`config.mk`:
```
export PLATFORM = sky130hd
export DESIGN_NAME = btn_conditioner
export DESIGN_NICKNAME = d
export VERILOG_FILES = /design/src/rtl/btn_conditioner.sv
export SDC_FILE = /design/constraint.sdc
export NUM_CORES = 1
export LEC_CHECK = 0
export BUFFER_PORTS_ARGS = -buffer_cell sky130_fd_sc_hd__buf_2
export CAP_MARGIN = 20
export CORE_MARGIN = 2
export CORE_UTILIZATION = 60
export DETAILED_ROUTE_END_ITERATION = 8
export PLACE_DENSITY = 0.76
export SETUP_SLACK_MARGIN = 0.05
export SYNTH_ARGS = -nofsm -noshare
export SYNTH_HDL_FRONTEND = slang
export SYNTH_SLANG_ARGS = --single-unit
```
`constraint.sdc`:
```
create_clock -name clk -period 2.2 [get_ports clk]
set_input_delay 0.33 -clock clk [delete_from_list [all_inputs] [get_ports clk]]
set_output_delay 0.33 -clock clk [all_outputs]
set_load 0.02 [all_outputs]
```
`src/rtl/btn_conditioner.sv`:
```
// Push-button front end: two-flop synchroniser plus counter debounce on five
// independent channels; up/down buttons additionally emit a one-cycle press pulse.
module btn_conditioner #(
    parameter int DEBOUNCE_CYCLES = 1000000
) (
    input  logic clk,
    input  logic rst,
    input  logic btnc_in,
    input  logic btnl_in,
    input  logic btnr_in,
    input  logic btnu_in,
    input  logic btnd_in,
    output logic btnc,
    output logic btnl,
    output logic btnr,
    output logic btnu_pulse,
    output logic btnd_pulse
);

    localparam int N_CH = 5;
    localparam int CNT_W = $clog2(DEBOUNCE_CYCLES);
    localparam logic [CNT_W-1:0] CNT_MAX = CNT_W'(DEBOUNCE_CYCLES - 1);

    // Channel order: 0=centre, 1=left, 2=right, 3=up, 4=down.
    logic [N_CH-1:0]  raw;
    logic [N_CH-1:0]  s1_q, s1_d;
    logic [N_CH-1:0]  s2_q, s2_d;
    logic [N_CH-1:0]  st_q, st_d;
    logic [CNT_W-1:0] cnt_q [N_CH];
    logic [CNT_W-1:0] cnt_d [N_CH];
    logic [1:0]       pulse_q, pulse_d;
    logic [N_CH-1:0]  rise;

    assign raw = {btnd_in, btnu_in, btnr_in, btnl_in, btnc_in};

    always_comb begin
        s1_d = raw;
        s2_d = s1_q;
        st_d = st_q;
        rise = '0;
        for (int i = 0; i < N_CH; i++) begin
            cnt_d[i] = '0;
            if (s2_q[i] != st_q[i]) begin
                if (cnt_q[i] == CNT_MAX) begin
                    st_d[i] = s2_q[i];
                    rise[i] = s2_q[i];
                end else begin
                    cnt_d[i] = cnt_q[i] + CNT_W'(1);
                end
            end
        end
        // Pulse lands on the same edge as the debounced 0->1 flip; releases are ignored.
        pulse_d = {rise[4], rise[3]};
    end

    always_ff @(posedge clk) begin
        if (rst) begin
            s1_q    <= '0;
            s2_q    <= '0;
            st_q    <= '0;
            pulse_q <= '0;
            for (int i = 0; i < N_CH; i++) begin
                cnt_q[i] <= '0;
            end
        end else begin
            s1_q    <= s1_d;
            s2_q    <= s2_d;
            st_q    <= st_d;
            pulse_q <= pulse_d;
            for (int i = 0; i < N_CH; i++) begin
                cnt_q[i] <= cnt_d[i];
            end
        end
    end

    assign btnc       = st_q[0];
    assign btnl       = st_q[1];
    assign btnr       = st_q[2];
    assign btnu_pulse = pulse_q[0];
    assign btnd_pulse = pulse_q[1];

endmodule

```
==> results of run 1 <==
## worst max-delay path: cells and delay by family (launching register included)
| family | cells | cell delay, ps |
|---|---|---|
| AND/OR/NAND/NOR | 3 | 1180 |
| flip-flops | 1 | 410 |
| adder cells (fa/ha/maj) | 1 | 200 |
| AO/OA/AOI/OAI | 1 | 150 |
## cells in the final DEF (no fill, tap or decap), types with 11 or more instances in the layout
cell type	synthesis	routed
o21ai_0	19	18
buf_4	1	13
inv_1	20	20
clkbuf_16	0	16
nor3_1	18	18
xnor2_1	51	51
nor2_1	81	81
nand2_1	26	26
buf_2	3	11
dfxtp_1	117	117
nand3_1	39	39
xor2_1	15	15
a21oi_1	33	33
nand4_1	14	14
or4_1	16	16
nor2b_1	11	11
o31ai_1	13	13
or3_1	21	21
nor4_1	14	14
## per-stage QoR
step | std cells | total power (µW) | setup WS [ps] | instance area (µm²)
after floorplan | 580 | 2210 | 264 | 5110
after global placement | 696 | 2230 | 286 | 5350
after detailed placement | 696 | 2230 | 222 | 5350
after CTS | 727 | 4840 | 203 | 5930
after global routing | 727 | 4940 | 83.7 | 5930
final | 727 | 4790 | 194 | 5930
## layer usage
layer  vias to the layer above  global-route usage, %
met4                         0                   9.17
met5                         -                      0
met3                        16                   5.32
met1                      1936                   28.3
li1                       2123                      -
met2                        46                   38.3
## kinds of logic (layout without fill, tap and decap cells)
kind of cell             Yosys count  after routing
XOR/XNOR                          66             66
flip-flops                       117            117
AO/OA/AOI/OAI                     73             73
adder cells (fa/ha/maj)            5              5
AND/OR/NAND/NOR                  285            285
buffers and inverters             34             76
## path summary, 6_finish.rpt
| kind | start | to | slack, ps | cells after the start |
|---|---|---|---|---|
| worst max-delay path | cnt_q[0][20] | cnt_q[0][38] | 190 | 5 |
| worst min-delay path | btnr_in | s1_q[2] | 50 | 2 |
| worst max register to register | cnt_q[0][20] | cnt_q[0][38] | 190 | 5 |
| worst min register to register | s1_q[4] | s2_q[4] | 430 | 1 |
## state kept, by name, summed over array words and instances (netlist names)
signal and flops:
s1_q 5, st_q 5, pulse_q 2, s2_q 5
cnt_q 100
## area by class of cell
type / instances / area [µm²]
Clock buffer: 23 / 477
Clock inverter: 8 / 98.8
Fill cell: 628 / 2290
Inverter: 20 / 75.1
Multi-Input combinational cell: 429 / 2630
Sequential cell: 117 / 2340
Tap cell: 105 / 131
Timing Repair Buffer: 25 / 173
## power by group
part	internal (µW)	leakage, µW	switching, µW
Sequential	2130	0.000944	7.31
Clock	1720	0.000280	889
Combinational	20.2	0.000560	28.4
==> out/metrics.cfg, run 1 <==
[status]
outcome=finished, final reports clean

[detailed_routing]
route.top_layer_used=met4
dr_total_vias=4121
remaining_drc_errors=0
detail_route.iter0.violations=168
drt_first_pass_iters=4
drt-total-wl_mm=9.43
antenna_left=0
route.layer.met1.wl_mm=4.44
dr_wl_met3_um=251
met2WireLength_mm=4.59
avgRoutedWirePerCell_um=13.0
drt-vias-per-instance=5.67

[worst_setup_path]
worstSetupStartpointType=flip-flop
timing.critical_path.to_type=flip-flop
critical_path_cell_by_cell=ha_1 -> nand2_1 -> or4_1 -> or4_1 -> a21oi_1
critPathRequiredTime_ps=2630
path_class=reg2reg
path_common_cell=or4_1
worst-path-max-fanout=7
slowest_delay_ps=600
worst-endpoint-arrival_ps=2440
worst_path_max_delay_cell=or4_1

[synth]
synth.top_cell.area_share_pct=45.9
yosys-top-cells-area=dfxtp_1 46%, xnor2_1 8.7%, nor2_1 6.0%
yosysUniqueCellTypes=45
ys_dominant_reg_cell=dfxtp_1
synth_mux_area_share_pct=0
number_of_enable_type_register_cells_in_the_synthesized_netlist=0
syn_area_mm2=0.00511
ys_ff_latch=117
part_of_the_yosys_area_used_for_sequential_elements_pct=45.9
average_instance_area_after_synthesis_um2=8.80
synthMostInstantiatedCell=dfxtp_1
synth_xor_area_share_pct=11.3
synth_top_area_cell=dfxtp_1
yosys_warnings=0
adder_cell_area_share_of_the_yosys_netlist_pct=1.23
largest_family_of_logic_cells_by_synthesized_area=simple AND/OR/NAND/NOR gates
yosys.area_share.simple_pct=30.5
synth_nets=592
netlist_top_cells_count=117 x dfxtp_1, 81 x nor2_1, 51 x xnor2_1
synth_area_in_compound_gates_pct=8.40
synth_cells=580
synth_async_sr_flop_share_pct=0

[global_route]
overflow=0
grt_pass1_vias=3941
grt_start_max_net_pins=25
grt_antenna_before_repair=0
groute.usage.overall_pct=22.8
first_pass_grt_wire_length_mm=16.7

[timing]
timing.final.setup_violations=0
slew_headroom_pct=63.0
setup-tns-final_ps=0
fin_worst_skew_ps=10.1
finalCriticalPeriod_ps=2010
fin_worst_hold_slack_ps=46.6
worst_slew_pin_slew_ps=549
report.final.slew_viol_count=0
period_share_pct=91.2
timing_hold_violations_final=0
rsz0062_at_grt=no
fmax_mhz=498

[clock_network]
clkLatencyLatePin_ps=510
post_cts_buffers=0
cts-buffers-inserted=17
cts_tree=done
number_of_buffers_inserted_for_hold_repair_after_clock_tree_synthesis=0
worst_setup_hold_path_clk_slew_ps=50
clockBufferDepth=2
cts.root.buffer_cell=clkbuf_8
cts.sinks=117
count_of_h_tree_levels_built_during_cts=4
cts_resized=0

[cells_and_area]
synthToLayoutAreaGrowth_pct=16.0
number_of_nets_in_the_layout=622
layout-drive-gt1-share_pct=11.1
fraction_of_the_core_area_covered_by_cells_at_the_end_of_the_flow_pct=72.1
ant_diodes=0

[floorplan]
height_of_the_chip_um=96.3
initial_core_util_pct=62.1
die_width_um=96.3
num_rows=33
core_ar_mm2=0.00822
floorplan.die_area_mm2=0.00926
boundaryPins=12

[placement]
port_buffers=11
post_detailed_placement_half_perimeter_wirelength_mm=6.64
routability_cong=0.861

[pwr]
power_density_mw_per_mm2=809
vdd_ir_drop_max_mv=0.463
leakage_uw=0.00178

[min_path]
hold_path.class=in2reg

[run]
drv_cap=0

Power figures use the tool's default switching activity.
==> run 2: changes to the inputs <==
--- a/config.mk
+++ b/config.mk
@@ -10,6 +10,7 @@
 export CORE_MARGIN = 2
 export CORE_UTILIZATION = 60
 export DETAILED_ROUTE_END_ITERATION = 8
+export MAX_ROUTING_LAYER = met4
 export PLACE_DENSITY = 0.76
 export SETUP_SLACK_MARGIN = 0.05
 export SYNTH_ARGS = -nofsm -noshare
==> run 2 against run 1 <==
Sequential share of layout area unchanged. Utilization unchanged. Clock skew about the same. Global-route usage increased by 0.65 points. Count of clock-buffer cells in the layout unchanged. Routed wire length about the same. Design area unchanged. First-iteration DRC count increased by 0.60%. Highest routed layer unchanged. Sequential power about the same. Non-clock buffer count unchanged. Critical path depth unchanged. Critical path type unchanged.
==> out/metrics.cfg, run 2 (synthesized netlist as in run 1, its figures left out) <==
[timing]
worst_slew_pin_slew_ps=549  ; -0.0171 ps
fmax_mhz=499  ; about the same
timing.final.setup_violations=0  ; unchanged
period_share_pct=91.1  ; about the same
report.final.slew_viol_count=0  ; unchanged
finalCriticalPeriod_ps=2010  ; -0.898 ps
fin_worst_skew_ps=10.1  ; -0.00790 ps
rsz0062_at_grt=no
timing_hold_violations_final=0  ; unchanged
slew_headroom_pct=63.0  ; about the same
setup-tns-final_ps=0  ; unchanged

[global_route]
groute.usage.overall_pct=23.5  ; +0.65 points
grt_pass1_vias=3940  ; -0.025%
grt_antenna_before_repair=0  ; unchanged
overflow=0  ; unchanged
first_pass_grt_wire_length_mm=16.7  ; about the same
grt_start_max_net_pins=25  ; unchanged

[detailed_routing]
dr_total_vias=4118  ; -0.073%
remaining_drc_errors=0  ; unchanged
avgRoutedWirePerCell_um=13.0  ; about the same
drt-total-wl_mm=9.43  ; about the same
antenna_left=0  ; unchanged
detail_route.iter0.violations=169  ; +0.60%
route.top_layer_used=met4
drt-vias-per-instance=5.66  ; about the same
met2WireLength_mm=4.61  ; +0.48%
dr_wl_met3_um=258  ; +2.8%
route.layer.met1.wl_mm=4.45  ; +0.29%
drt_first_pass_iters=5  ; +1

[cells_and_area]
number_of_nets_in_the_layout=622  ; unchanged
area_taken_by_flip_flops_and_latches_mm2=0.00234  ; unchanged
ant_diodes=0  ; unchanged
layoutNonFillerInstCount=727  ; unchanged
synthToLayoutAreaGrowth_pct=16.0  ; unchanged
multi_input_comb_area_mm2=0.00263  ; unchanged
max_flop_register=cnt_q
largest_register_ff_count=100  ; unchanged
commonest_non_fill_non_tap_cells_in_the_layout=117 x dfxtp_1, 81 x nor2_1, 51 x xnor2_1
layout-drive-gt1-share_pct=11.1  ; unchanged
layout_commonest_cell=dfxtp_1
num-fill-cells=628  ; unchanged

[floorplan]
height_of_the_chip_um=96.3  ; unchanged
initial_core_util_pct=62.1  ; unchanged
boundaryPins=12  ; unchanged
core_ar_mm2=0.00822  ; unchanged
num_rows=33  ; unchanged
die_width_um=96.3  ; unchanged
floorplan.die_area_mm2=0.00926  ; unchanged

[worst_setup_path]
worstSetupStartpointType=flip-flop
critPathRequiredTime_ps=2630  ; about the same
path_class=reg2reg
path_common_cell=or4_1
worst_path_max_delay_cell=or4_1
worst-path-max-fanout=7  ; unchanged
timing.critical_path.to_type=flip-flop
slowest_delay_ps=600  ; about the same
worst-endpoint-arrival_ps=2440  ; about the same
critical_path_cell_by_cell=ha_1 -> nand2_1 -> or4_1 -> or4_1 -> a21oi_1

[placement]
post_detailed_placement_half_perimeter_wirelength_mm=6.64  ; unchanged
routability_cong=0.874  ; +1.6%
number_of_instances_in_the_placed_design=696  ; unchanged
port_buffers=11  ; unchanged

[clock_network]
count_of_h_tree_levels_built_during_cts=4  ; unchanged
post_cts_buffers=0  ; unchanged
cts.root.buffer_cell=clkbuf_8
cts-buffers-inserted=17  ; unchanged
number_of_buffers_inserted_for_hold_repair_after_clock_tree_synthesis=0  ; unchanged
cts_tree=done
clkLatencyLatePin_ps=500  ; about the same
clockBufferDepth=2  ; unchanged
worst_setup_hold_path_clk_slew_ps=50  ; about the same
cts.sinks=117  ; unchanged
cts_resized=0  ; unchanged

[pwr]
cellInternalPower_uw=3870  ; about the same
power.switching_fraction_pct=19.2  ; -0.079 points
leakage_uw=0.00178  ; unchanged
clock_power_share_pct=54.3  ; about the same
share_seq_of_total_power_pct=44.7  ; about the same
vdd_ir_drop_max_mv=0.463  ; about the same
power_density_mw_per_mm2=808  ; about the same
p_sw_uw=920  ; -0.50%
power.combinational.fraction_pct=1.0  ; about the same

[min_path]
hold_path.class=in2reg

[run]
drv_cap=0  ; unchanged

[status]
outcome=finished, final reports clean

==> run 2: power groups by stage <==
stage / combinational, µW / sequential, µW / clock [µW]
after floorplan: 30.2 / 2180 / 0
after global placement: 47.5 / 2180 / 0
after detailed placement: 49.0 / 2180 / 0
after CTS: 49.7 / 2140 / 2650
after global routing: 54.7 / 2140 / 2750
final: 48.7 / 2140 / 2600
==> run 2: critical path, delay by kind of cell, from the launching register on <==
family | cells | cell delay, ps
simple gates | 3 | 1180
flops | 1 | 410
fa+ha+maj | 1 | 200
compound gates | 1 | 150
==> run 2: stage by stage <==
stage	total power [µW]	cell area (µm²)	setup slack, ps	hold WS [ps]	util [%]
5_1_grt	4940	5930	83.7	36.8	72.1
3_5_place_dp	2230	5350	222	425	65.1
6_report	4790	5930	195	51.1	72.1
2_1_floorplan	2210	5110	264	414	-
4_1_cts	4840	5930	203	31.2	72.1
3_3_place_gp	2230	5350	286	427	65.1
==> run 2: worst paths after layout <==
kind / to / depth (start not counted) / from / slack, ps
max: cnt_q[0][38] / 5 / cnt_q[0][20] / 190
min: s1_q[2] / 2 / btnr_in / 50
max reg2reg: cnt_q[0][38] / 5 / cnt_q[0][20] / 190
min reg2reg: s2_q[4] / 1 / s1_q[4] / 430
==> run 2: layout make-up <==
class                           instances  share of cell area, %
Multi-Input combinational cell        429                   44.4
Sequential cell                       117                   39.5
Clock buffer                           23                   8.04
Timing Repair Buffer                   25                   2.91
Tap cell                              105                   2.22
Clock inverter                          8                   1.67
Inverter                               20                   1.27
==> run 2: layer usage <==
layer / vias to the layer above / GRT usage (%)
met2: 44 / 38.3
met5: - / -
met4: 0 / 8.10
met1: 1937 / 28.3
met3: 14 / 6.03
li1: 2123 / -
==> run 3: changes to the inputs <==
--- a/config.mk
+++ b/config.mk
@@ -9,9 +9,11 @@
 export CAP_MARGIN = 20
 export CORE_MARGIN = 2
 export CORE_UTILIZATION = 60
+export CTS_CLUSTER_DIAMETER = 50
 export DETAILED_ROUTE_END_ITERATION = 8
 export MAX_ROUTING_LAYER = met4
 export PLACE_DENSITY = 0.76
+export RECOVER_POWER = 50
 export SETUP_SLACK_MARGIN = 0.05
 export SYNTH_ARGS = -nofsm -noshare
 export SYNTH_HDL_FRONTEND = slang
==> run 3 against run 2 <==
Sequential cell count unchanged. Critical path depth unchanged. Critical endpoint unchanged. Design area is 0.49% lower. Power about the same. Largest power group unchanged. Routed wire length up 0.38%. Worst hold slack gained 0.88 ps. Non-clock buffer count unchanged. First-iteration DRC count decreased by 15%. Register-to-register slack barely moved. Global-route usage did not move. Clock power about the same.
==> out/metrics.cfg, run 3 (synthesized netlist as in run 1, its figures left out) <==
[status]
outcome=finished, final reports clean

[floorplan]
boundaryPins=12  ; unchanged
floorplan.die_area_mm2=0.00926  ; unchanged
initial_core_util_pct=62.1  ; unchanged
num_rows=33  ; unchanged
core_ar_mm2=0.00822  ; unchanged
die_width_um=96.3  ; unchanged
height_of_the_chip_um=96.3  ; unchanged

[clock_network]
worst_setup_hold_path_clk_slew_ps=50  ; about the same
post_cts_buffers=0  ; unchanged
clkLatencyLatePin_ps=500  ; about the same
clockBufferDepth=2  ; unchanged
number_of_buffers_inserted_for_hold_repair_after_clock_tree_synthesis=0  ; unchanged
cts.root.buffer_cell=clkbuf_8
cts_resized=0  ; unchanged
cts.sinks=117  ; unchanged
cts_tree=done
count_of_h_tree_levels_built_during_cts=4  ; unchanged
cts-buffers-inserted=17  ; unchanged

[cells_and_area]
max_flop_register=cnt_q
layout-drive-gt1-share_pct=9.32  ; -1.8 points
fraction_of_the_core_area_covered_by_cells_at_the_end_of_the_flow_pct=71.8  ; -0.35 points
ant_diodes=0  ; unchanged
layout_commonest_cell=dfxtp_1
commonest_non_fill_non_tap_cells_in_the_layout=117 x dfxtp_1, 81 x nor2_1, 51 x xnor2_1
number_of_nets_in_the_layout=622  ; unchanged
synthToLayoutAreaGrowth_pct=15.5
area_taken_by_flip_flops_and_latches_mm2=0.00234  ; unchanged
num-fill-cells=637  ; +1.4%
final_cell_area_mm2=0.00590  ; -0.49%
largest_register_ff_count=100  ; unchanged
multi_input_comb_area_mm2=0.00263  ; unchanged

[timing]
finalCriticalPeriod_ps=2010  ; +2.37 ps
timing_hold_violations_final=0  ; unchanged
setup-tns-final_ps=0  ; unchanged
timing.final.setup_violations=0  ; unchanged
fin_worst_skew_ps=10.1  ; +0.0591 ps
fmax_mhz=498  ; -0.12%
rsz0062_at_grt=no
period_share_pct=91.3  ; +0.11 points
worst_slew_pin_slew_ps=1030  ; +481 ps
report.final.slew_viol_count=0  ; unchanged
fin_worst_hold_slack_ps=52.0  ; +0.882 ps
slew_headroom_pct=31.3  ; -32 points

[global_route]
grt_antenna_before_repair=0  ; unchanged
grt_start_max_net_pins=25  ; unchanged
first_pass_grt_wire_length_mm=16.7  ; unchanged
grt_pass1_vias=3940  ; unchanged
overflow=0  ; unchanged
groute.usage.overall_pct=23.5  ; unchanged

[pwr]
vdd_ir_drop_max_mv=0.463  ; about the same
power_density_mw_per_mm2=812  ; +0.44%
leakage_uw=0.00174  ; -2.3%
final_total_pwr_uw=4790  ; about the same

[detailed_routing]
drt_first_pass_iters=4  ; -1
drt-vias-per-instance=5.69  ; +0.39%
dr_total_vias=4134  ; +0.39%
remaining_drc_errors=0  ; unchanged
drt-total-wl_mm=9.46  ; +0.38%
antenna_left=0  ; unchanged
avgRoutedWirePerCell_um=13.0  ; +0.38%
detail_route.iter0.violations=143  ; -15%

[placement]
routability_cong=0.874  ; unchanged
place_area_mm2=0.00535  ; unchanged
post_detailed_placement_half_perimeter_wirelength_mm=6.64  ; unchanged
port_buffers=11  ; unchanged

[worst_setup_path]
critPathRequiredTime_ps=2630  ; about the same
worst-path-max-fanout=7  ; unchanged
timing.critical_path.to_type=flip-flop
worstSetupStartpointType=flip-flop
worst-endpoint-arrival_ps=2430  ; about the same
path_class=reg2reg

[min_path]
hold_path.class=in2reg

[run]
drv_cap=0  ; unchanged

-- run 3: where the power goes --
| group | switching [µW] | internal, µW | total [µW] |
|---|---|---|---|
| combinational | 28.5 | 18.0 | 46.5 |
| clock | 884 | 1720 | 2600 |
| sequential | 7.31 | 2130 | 2140 |
| total | 919 | 3870 | 4790 |
-- run 3: worst paths after layout --
kind | slack [ps] | depth (start not counted) | end | start
min reg2reg | 430 | 1 | s2_q[4] | s1_q[4]
max | 190 | 5 | cnt_q[0][38] | cnt_q[0][20]
max reg2reg | 190 | 5 | cnt_q[0][38] | cnt_q[0][20]
min | 50 | 2 | s1_q[2] | btnr_in
-- run 3: layout make-up --
type,instances,share of cell area (%)
multi-input cells,429,44.6
flip-flops and latches,117,39.7
clock buffers,23,8.08
repair buffers,25,2.44
well taps,105,2.23
clock inverters,8,1.68
inverters,20,1.27
-- run 3: worst max-delay path, stage by stage (launching register included) --
cell and delay, ps:
dfxtp_1 410, ha_1 200, nand2_1 70, or4_1 600, or4_1 510, a21oi_1 150
-- run 3: stage by stage --
step / instances / setup WS, ps
after global placement: 696 / 286
after floorplan: 580 / 264
after global routing: 727 / 42.5
after detailed placement: 696 / 222
after CTS: 727 / 203
final: 727 / 192
-- run 3: metal layers --
metal / track usage (%) / vias to the layer above / routed length [µm] / share of wire, %
met2: 38.3 / 54 / 4620 / 49
li1: - / 2124 / - / -
met4: 8.10 / 0 / 81 / 0.86
met5: - / - / 0 / 0
met3: 6.03 / 11 / 252 / 2.7
met1: 28.3 / 1945 / 4510 / 48
